**config.mk**
```make
export PLATFORM = sky130hd
export DESIGN_NAME = ram_arbiter
export DESIGN_NICKNAME = d
export VERILOG_FILES = /design/src/rtl/ram_arbiter.sv
export SDC_FILE = /design/constraint.sdc
export NUM_CORES = 1
export LEC_CHECK = 0
export BUFFER_PORTS_ARGS = -buffer_cell sky130_fd_sc_hd__buf_2
export CAP_MARGIN = 15
export CORE_UTILIZATION = 50
export DETAILED_ROUTE_END_ITERATION = 10
export PLACE_DENSITY = 0.91
export SLEW_MARGIN = 20
export SYNTH_ARGS = -nofsm -noshare
export SYNTH_HDL_FRONTEND = slang
export SYNTH_SLANG_ARGS = --single-unit
```
**constraint.sdc**
```tcl
create_clock -name clk -period 5.7 [get_ports clk]
set_clock_uncertainty 0.2 [all_clocks]
set_input_delay 0.855 -clock clk [delete_from_list [all_inputs] [get_ports clk]]
set_output_delay 0.855 -clock clk [all_outputs]
set_load 0.005 [all_outputs]
```
**src/rtl/ram_arbiter.sv**
```systemverilog
// Two-port round-robin arbiter driving the three-phase RAM handshake (MAR load, then write or OE).
// Optional per-phase watchdog is compiled in when RAM_ARB_TIMEOUT_EN is defined.
module ram_arbiter #(
    parameter int AW      = 32,
    parameter int DW      = 32,
    parameter int TMO_CYC = 16
) (
    input  logic          clk,
    input  logic          rst_b,
    input  logic          req0,
    input  logic          req1,
    input  logic          we0,
    input  logic          we1,
    input  logic [AW-1:0] addr0,
    input  logic [AW-1:0] addr1,
    input  logic [DW-1:0] wdata0,
    input  logic [DW-1:0] wdata1,
    output logic          gnt0,
    output logic          gnt1,
    output logic          done0,
    output logic          done1,
    output logic [DW-1:0] rdata,
    output logic          err,
    output logic [2:0]    cb_out,
    output logic [AW-1:0] ab,
    output logic [DW-1:0] dob,
    input  logic [2:0]    cb_in,
    input  logic [DW-1:0] dib
);

    typedef enum logic [1:0] {
        IDLE = 2'd0,
        MAR  = 2'd1,
        ACC  = 2'd2,
        DONE = 2'd3
    } state_t;

    localparam logic [2:0] CB_IDLE = 3'b000;
    localparam logic [2:0] CB_MAR  = 3'b001;
    localparam logic [2:0] CB_WR   = 3'b010;
    localparam logic [2:0] CB_OE   = 3'b100;

    state_t        state;
    logic          winner;
    logic          last;
    logic          cur_we;
    logic [DW-1:0] cur_wdata;
    logic          pick;
    logic          acc_ack;

    // Tie goes to the port that did not win last; otherwise the lone requester wins.
    assign pick    = (req0 && req1) ? ~last : ~req0;
    assign acc_ack = cur_we ? cb_in[1] : cb_in[2];

`ifdef RAM_ARB_TIMEOUT_EN
    localparam int           TW       = $clog2(TMO_CYC + 1);
    localparam logic [TW-1:0] TMO_LAST = TW'(TMO_CYC - 1);

    logic [TW-1:0] tmo_cnt;
    logic          err_q;

    assign err = err_q;
`else
    assign err = 1'b0;
`endif

    // NOTE: async reset returns the bus to idle in the same cycle rst_b falls,
    // so a half-finished access is simply abandoned and must be re-issued.
    always_ff @(posedge clk or negedge rst_b) begin
        if (!rst_b) begin
            state     <= IDLE;
            winner    <= 1'b0;
            last      <= 1'b1;
            cur_we    <= 1'b0;
            cur_wdata <= '0;
            gnt0      <= 1'b0;
            gnt1      <= 1'b0;
            done0     <= 1'b0;
            done1     <= 1'b0;
            rdata     <= '0;
            cb_out    <= CB_IDLE;
            ab        <= '0;
            dob       <= '0;
`ifdef RAM_ARB_TIMEOUT_EN
            tmo_cnt   <= '0;
            err_q     <= 1'b0;
`endif
        end else begin
            // NOTE: non-blocking throughout so every output is a clean register
            // and branch order never changes what another branch observes.
            case (state)
                IDLE: begin
                    if (req0 || req1) begin
                        winner    <= pick;
                        cur_we    <= pick ? we1 : we0;
                        cur_wdata <= pick ? wdata1 : wdata0;
                        ab        <= pick ? addr1 : addr0;
                        gnt0      <= ~pick;
                        gnt1      <= pick;
                        cb_out    <= CB_MAR;
`ifdef RAM_ARB_TIMEOUT_EN
                        tmo_cnt   <= '0;
`endif
                        state     <= MAR;
                    end
                end

                MAR: begin
                    if (cb_in[0]) begin
                        cb_out <= cur_we ? CB_WR : CB_OE;
                        if (cur_we) begin
                            dob <= cur_wdata;
                        end
`ifdef RAM_ARB_TIMEOUT_EN
                        tmo_cnt <= '0;
`endif
                        state  <= ACC;
                    end
`ifdef RAM_ARB_TIMEOUT_EN
                    else if (tmo_cnt == TMO_LAST) begin
                        cb_out <= CB_IDLE;
                        rdata  <= '0;
                        err_q  <= 1'b1;
                        done0  <= ~winner;
                        done1  <= winner;
                        state  <= DONE;
                    end else begin
                        tmo_cnt <= tmo_cnt + 1'b1;
                    end
`endif
                end

                ACC: begin
                    if (acc_ack) begin
                        cb_out <= CB_IDLE;
                        if (!cur_we) begin
                            rdata <= dib;
                        end
                        done0  <= ~winner;
                        done1  <= winner;
                        state  <= DONE;
                    end
`ifdef RAM_ARB_TIMEOUT_EN
                    else if (tmo_cnt == TMO_LAST) begin
                        cb_out <= CB_IDLE;
                        rdata  <= '0;
                        err_q  <= 1'b1;
                        done0  <= ~winner;
                        done1  <= winner;
                        state  <= DONE;
                    end else begin
                        tmo_cnt <= tmo_cnt + 1'b1;
                    end
`endif
                end

                DONE: begin
                    // Gap cycle: the RAM's registered acks drain before the next MAR phase.
                    done0 <= 1'b0;
                    done1 <= 1'b0;
                    gnt0  <= 1'b0;
                    gnt1  <= 1'b0;
                    last  <= winner;
`ifdef RAM_ARB_TIMEOUT_EN
                    err_q <= 1'b0;
`endif
                    state <= IDLE;
                end

                default: begin
                    state <= IDLE;
                end
            endcase
        end
    end

endmodule

```
==> impl_metrics.env <==
export IMPL_synth_warnings=0
export IMPL_rows=38
export IMPL_vias=4615
export IMPL_post_route_min_period_ns=2.80
export IMPL_cpMaxStageDelayCell="a21oi_4"
export IMPL_cts_buffer_depth=2
export IMPL_yosysTopAreaCell="dfrtp_1"
export IMPL_grt_use_total_pct=25.1
export IMPL_fmax_mhz=357
export IMPL_antenna_found_initial=0
export IMPL_wl_per_cell_um=17.5
export IMPL_critPathBufInv=3
export IMPL_r2r_end="ab[10]"
export IMPL_grt_pass1_vias=4565
export IMPL_setup_viol=0
export IMPL_synthesis_nets=591
export IMPL_die_w_um=108
export IMPL_drive_gt1_share_pct=54.4
export IMPL_core_mm2=0.0109
export IMPL_slew_viol_final=0
export IMPL_fin_nets=858
export IMPL_multi_input_area_mm2=0.00174
export IMPL_critPathTopFamily="compound AO/OA/AOI/OAI gates"
export IMPL_ctsHoldBuffers=0
export IMPL_die_h_um=108
export IMPL_grt_pass1_wl_um=21900
export IMPL_die_area_mm2=0.0116
export IMPL_netlist_area_leader_share_pct=62.0
export IMPL_dr_pass1_iters=8
export IMPL_endpoint_kind="flop"
export IMPL_r2r_setup_slack_ns=2.90
export IMPL_cp_arrival_ns=3.05
export IMPL_synth_cell_type_count=28
export IMPL_antenna_cells=0
export IMPL_synth_area_leaders="dfrtp_1, mux2_2, a222oi_1"
export IMPL_cts_sinks=140
export IMPL_seq_area_mm2=0.00350
export IMPL_tns_ns=0
export IMPL_n_fill_cell=718
export IMPL_cpPeakStageDelay_ns=0.68
export IMPL_ys_seq_area_share_pct=62.5
export IMPL_path_class="reg -> reg"
export IMPL_clk_pin_slew_ns=0.06
export IMPL_wirelength_um=14600
export IMPL_fin_crit_sh_pct=49.1
export IMPL_hpwl_um=10100
export IMPL_worstPathRequired_ns=5.95
export IMPL_cp_start_kind="flop"
export IMPL_cts_buffers=17
export IMPL_grt_max_degree=75
export IMPL_cts_repair_timing_setup_buffer_count=0
export IMPL_design_area_mm2=0.00773
export IMPL_avgSynthCellArea_um2=13.5
export IMPL_ys_ff_latch=140
export IMPL_crit_path_frequent_cell="inv_1"
export IMPL_cap_violations=0
export IMPL_rr_startpoint="state[1]"
export IMPL_drtIter0Drc=508
export IMPL_synth_cells=415
export IMPL_relSlewSlack_pct=40.7
export IMPL_dpl_cell_area_mm2=0.00709
export IMPL_gp_congestion=0.821
export IMPL_cts_resized=0
export IMPL_num_io_pins=273
export IMPL_hold_path_class="in -> async"
export IMPL_port_buffer_count=271
export IMPL_clk_latency_ns=0.51
export IMPL_viasPerCell=5.53
export IMPL_holdWs_ns=0.122
export IMPL_synth_area_mm2=0.00561
export IMPL_status="complete, no violations"
export IMPL_p_per_area_mw_per_mm2=578
export IMPL_finalHoldViolations=0
export IMPL_syn2layout_area_growth_pct=37.8
export IMPL_htreeDepth=4
export IMPL_startpoint="state[1]"
export IMPL_drc=0
export IMPL_leakage_nw=4.22
export IMPL_grt_overflow=0
export IMPL_rsz0062_at_grt="no"
export IMPL_root_buffer="clkbuf_8"
export IMPL_start_util_pct=51.5
export IMPL_path_cells="inv_1, ha_1, nand2_1, a21oi_4, buf_4, a222oi_1, inv_1"
export IMPL_fin_util_pct=71.0
export IMPL_cts_tree="yes"
export IMPL_worst_slew_pin_slew_ns=0.889
export IMPL_r2r_cells=7
export IMPL_crit_fanout=37
export IMPL_ant_nets=0
export IMPL_vdd_drop_max_mv=0.380
-- flip-flops by register name, summed over array words and instances, names as in the netlist --
signal     flops
cur_wdata     32
ab            32
dob           32
rdata         32
cb_out         3
done0          1
gnt1           1
state          2
cur_we         1
winner         1
gnt0           1
done1          1
last           1
-- metrics by stage --
step	instances	power, mW	worst slack [ns]
3_5_place_dp	803	3.31	2.87
4_1_cts	835	4.50	2.92
5_1_grt	835	4.75	2.64
3_3_place_gp	803	3.19	2.95
2_1_floorplan	415	2.63	3.49
6_report	835	4.47	2.90
-- worst register-to-register path, cell delays in order (launching register included) --
cell,delay (ns)
dfrtp_1,0.41
inv_1,0.16
ha_1,0.36
nand2_1,0.15
a21oi_4,0.68
buf_4,0.50
a222oi_1,0.17
inv_1,0.10
-- how the worst max path moves through the flow --
stage	endpoint	slack, ns	cells past startpoint
global route	ab[21]	2.64	7
CTS	ab[10]	2.92	7
floorplan	cb_out[2]	3.49	4
detailed placement	ab[10]	2.87	6
global placement	cur_we	2.95	6
finish	ab[10]	2.90	7
-- area by class of cell --
class                           instances  area share [%]
Clock inverter                         10            2.09
Inverter                               73            3.55
Tap cell                              140            2.27
Clock buffer                           22            6.12
Timing Repair Buffer                  276            18.1
Sequential cell                       140            45.4
Multi-Input combinational cell        174            22.5
-- synth_stat cells --
cell	count
nand3_1	1
a21oi_1	2
dfstp_2	1
nor2_1	3
conb_1	1
nand3b_1	1
a22o_1	2
buf_4	1
o21ai_0	4
o32ai_1	1
and3_1	1
mux2i_1	4
inv_1	73
clkbuf_1	14
o311ai_0	2
buf_2	8
a222oi_1	66
mux2_2	65
a32o_1	1
and2_1	1
mux2_4	1
dfrtp_1	139
nand2_1	8
and2b_1	1
nand2b_1	1
ha_1	7
and2b_2	1
buf_1	5
-- power breakdown --
group          internal [mW]  switching [mW]  total, mW
sequential              1.49           0.282       1.78
clock                  0.756           0.400       1.16
combinational          0.804           0.729       1.53
total                   3.05            1.41       4.47
-- cell usage in the layout (no fill, tap or decap), types with 3 or more instances in the layout --
master,synthesis,final
clkbuf_8,0,5
buf_2,8,270
clkbuf_16,0,16
a222oi_1,66,66
dfrtp_1,139,139
o21ai_0,4,3
buf_4,1,5
nand2_1,8,8
clkinvlp_4,0,3
mux2_2,65,65
ha_1,7,7
inv_1,73,73
bufinv_16,0,4
nor2_1,3,3
mux2i_1,4,4
-- metal layers --
layer  track usage, %  wire length (µm)  share of wire [%]
met1             28.1              5390                 37
met2             44.6              7850                 54
met3             6.54              1080                7.3
met4             11.5               314                2.1
met5                0                 0                  0
-- logic make-up (layout without fill, tap and decap cells) --
logic type,after synthesis,count (layout),share of synthesized area (%)
AOI/OAI and AO/OA,78,78,13.3
and+or+nand+nor,18,18,1.58
DFF,140,140,62.5
muxes,70,70,14.0
buffers and inverters,101,381,7.00
other,1,1,0.0669
adders and majority gates,7,7,1.56
Note: power is estimated with default switching activity, not from simulation.
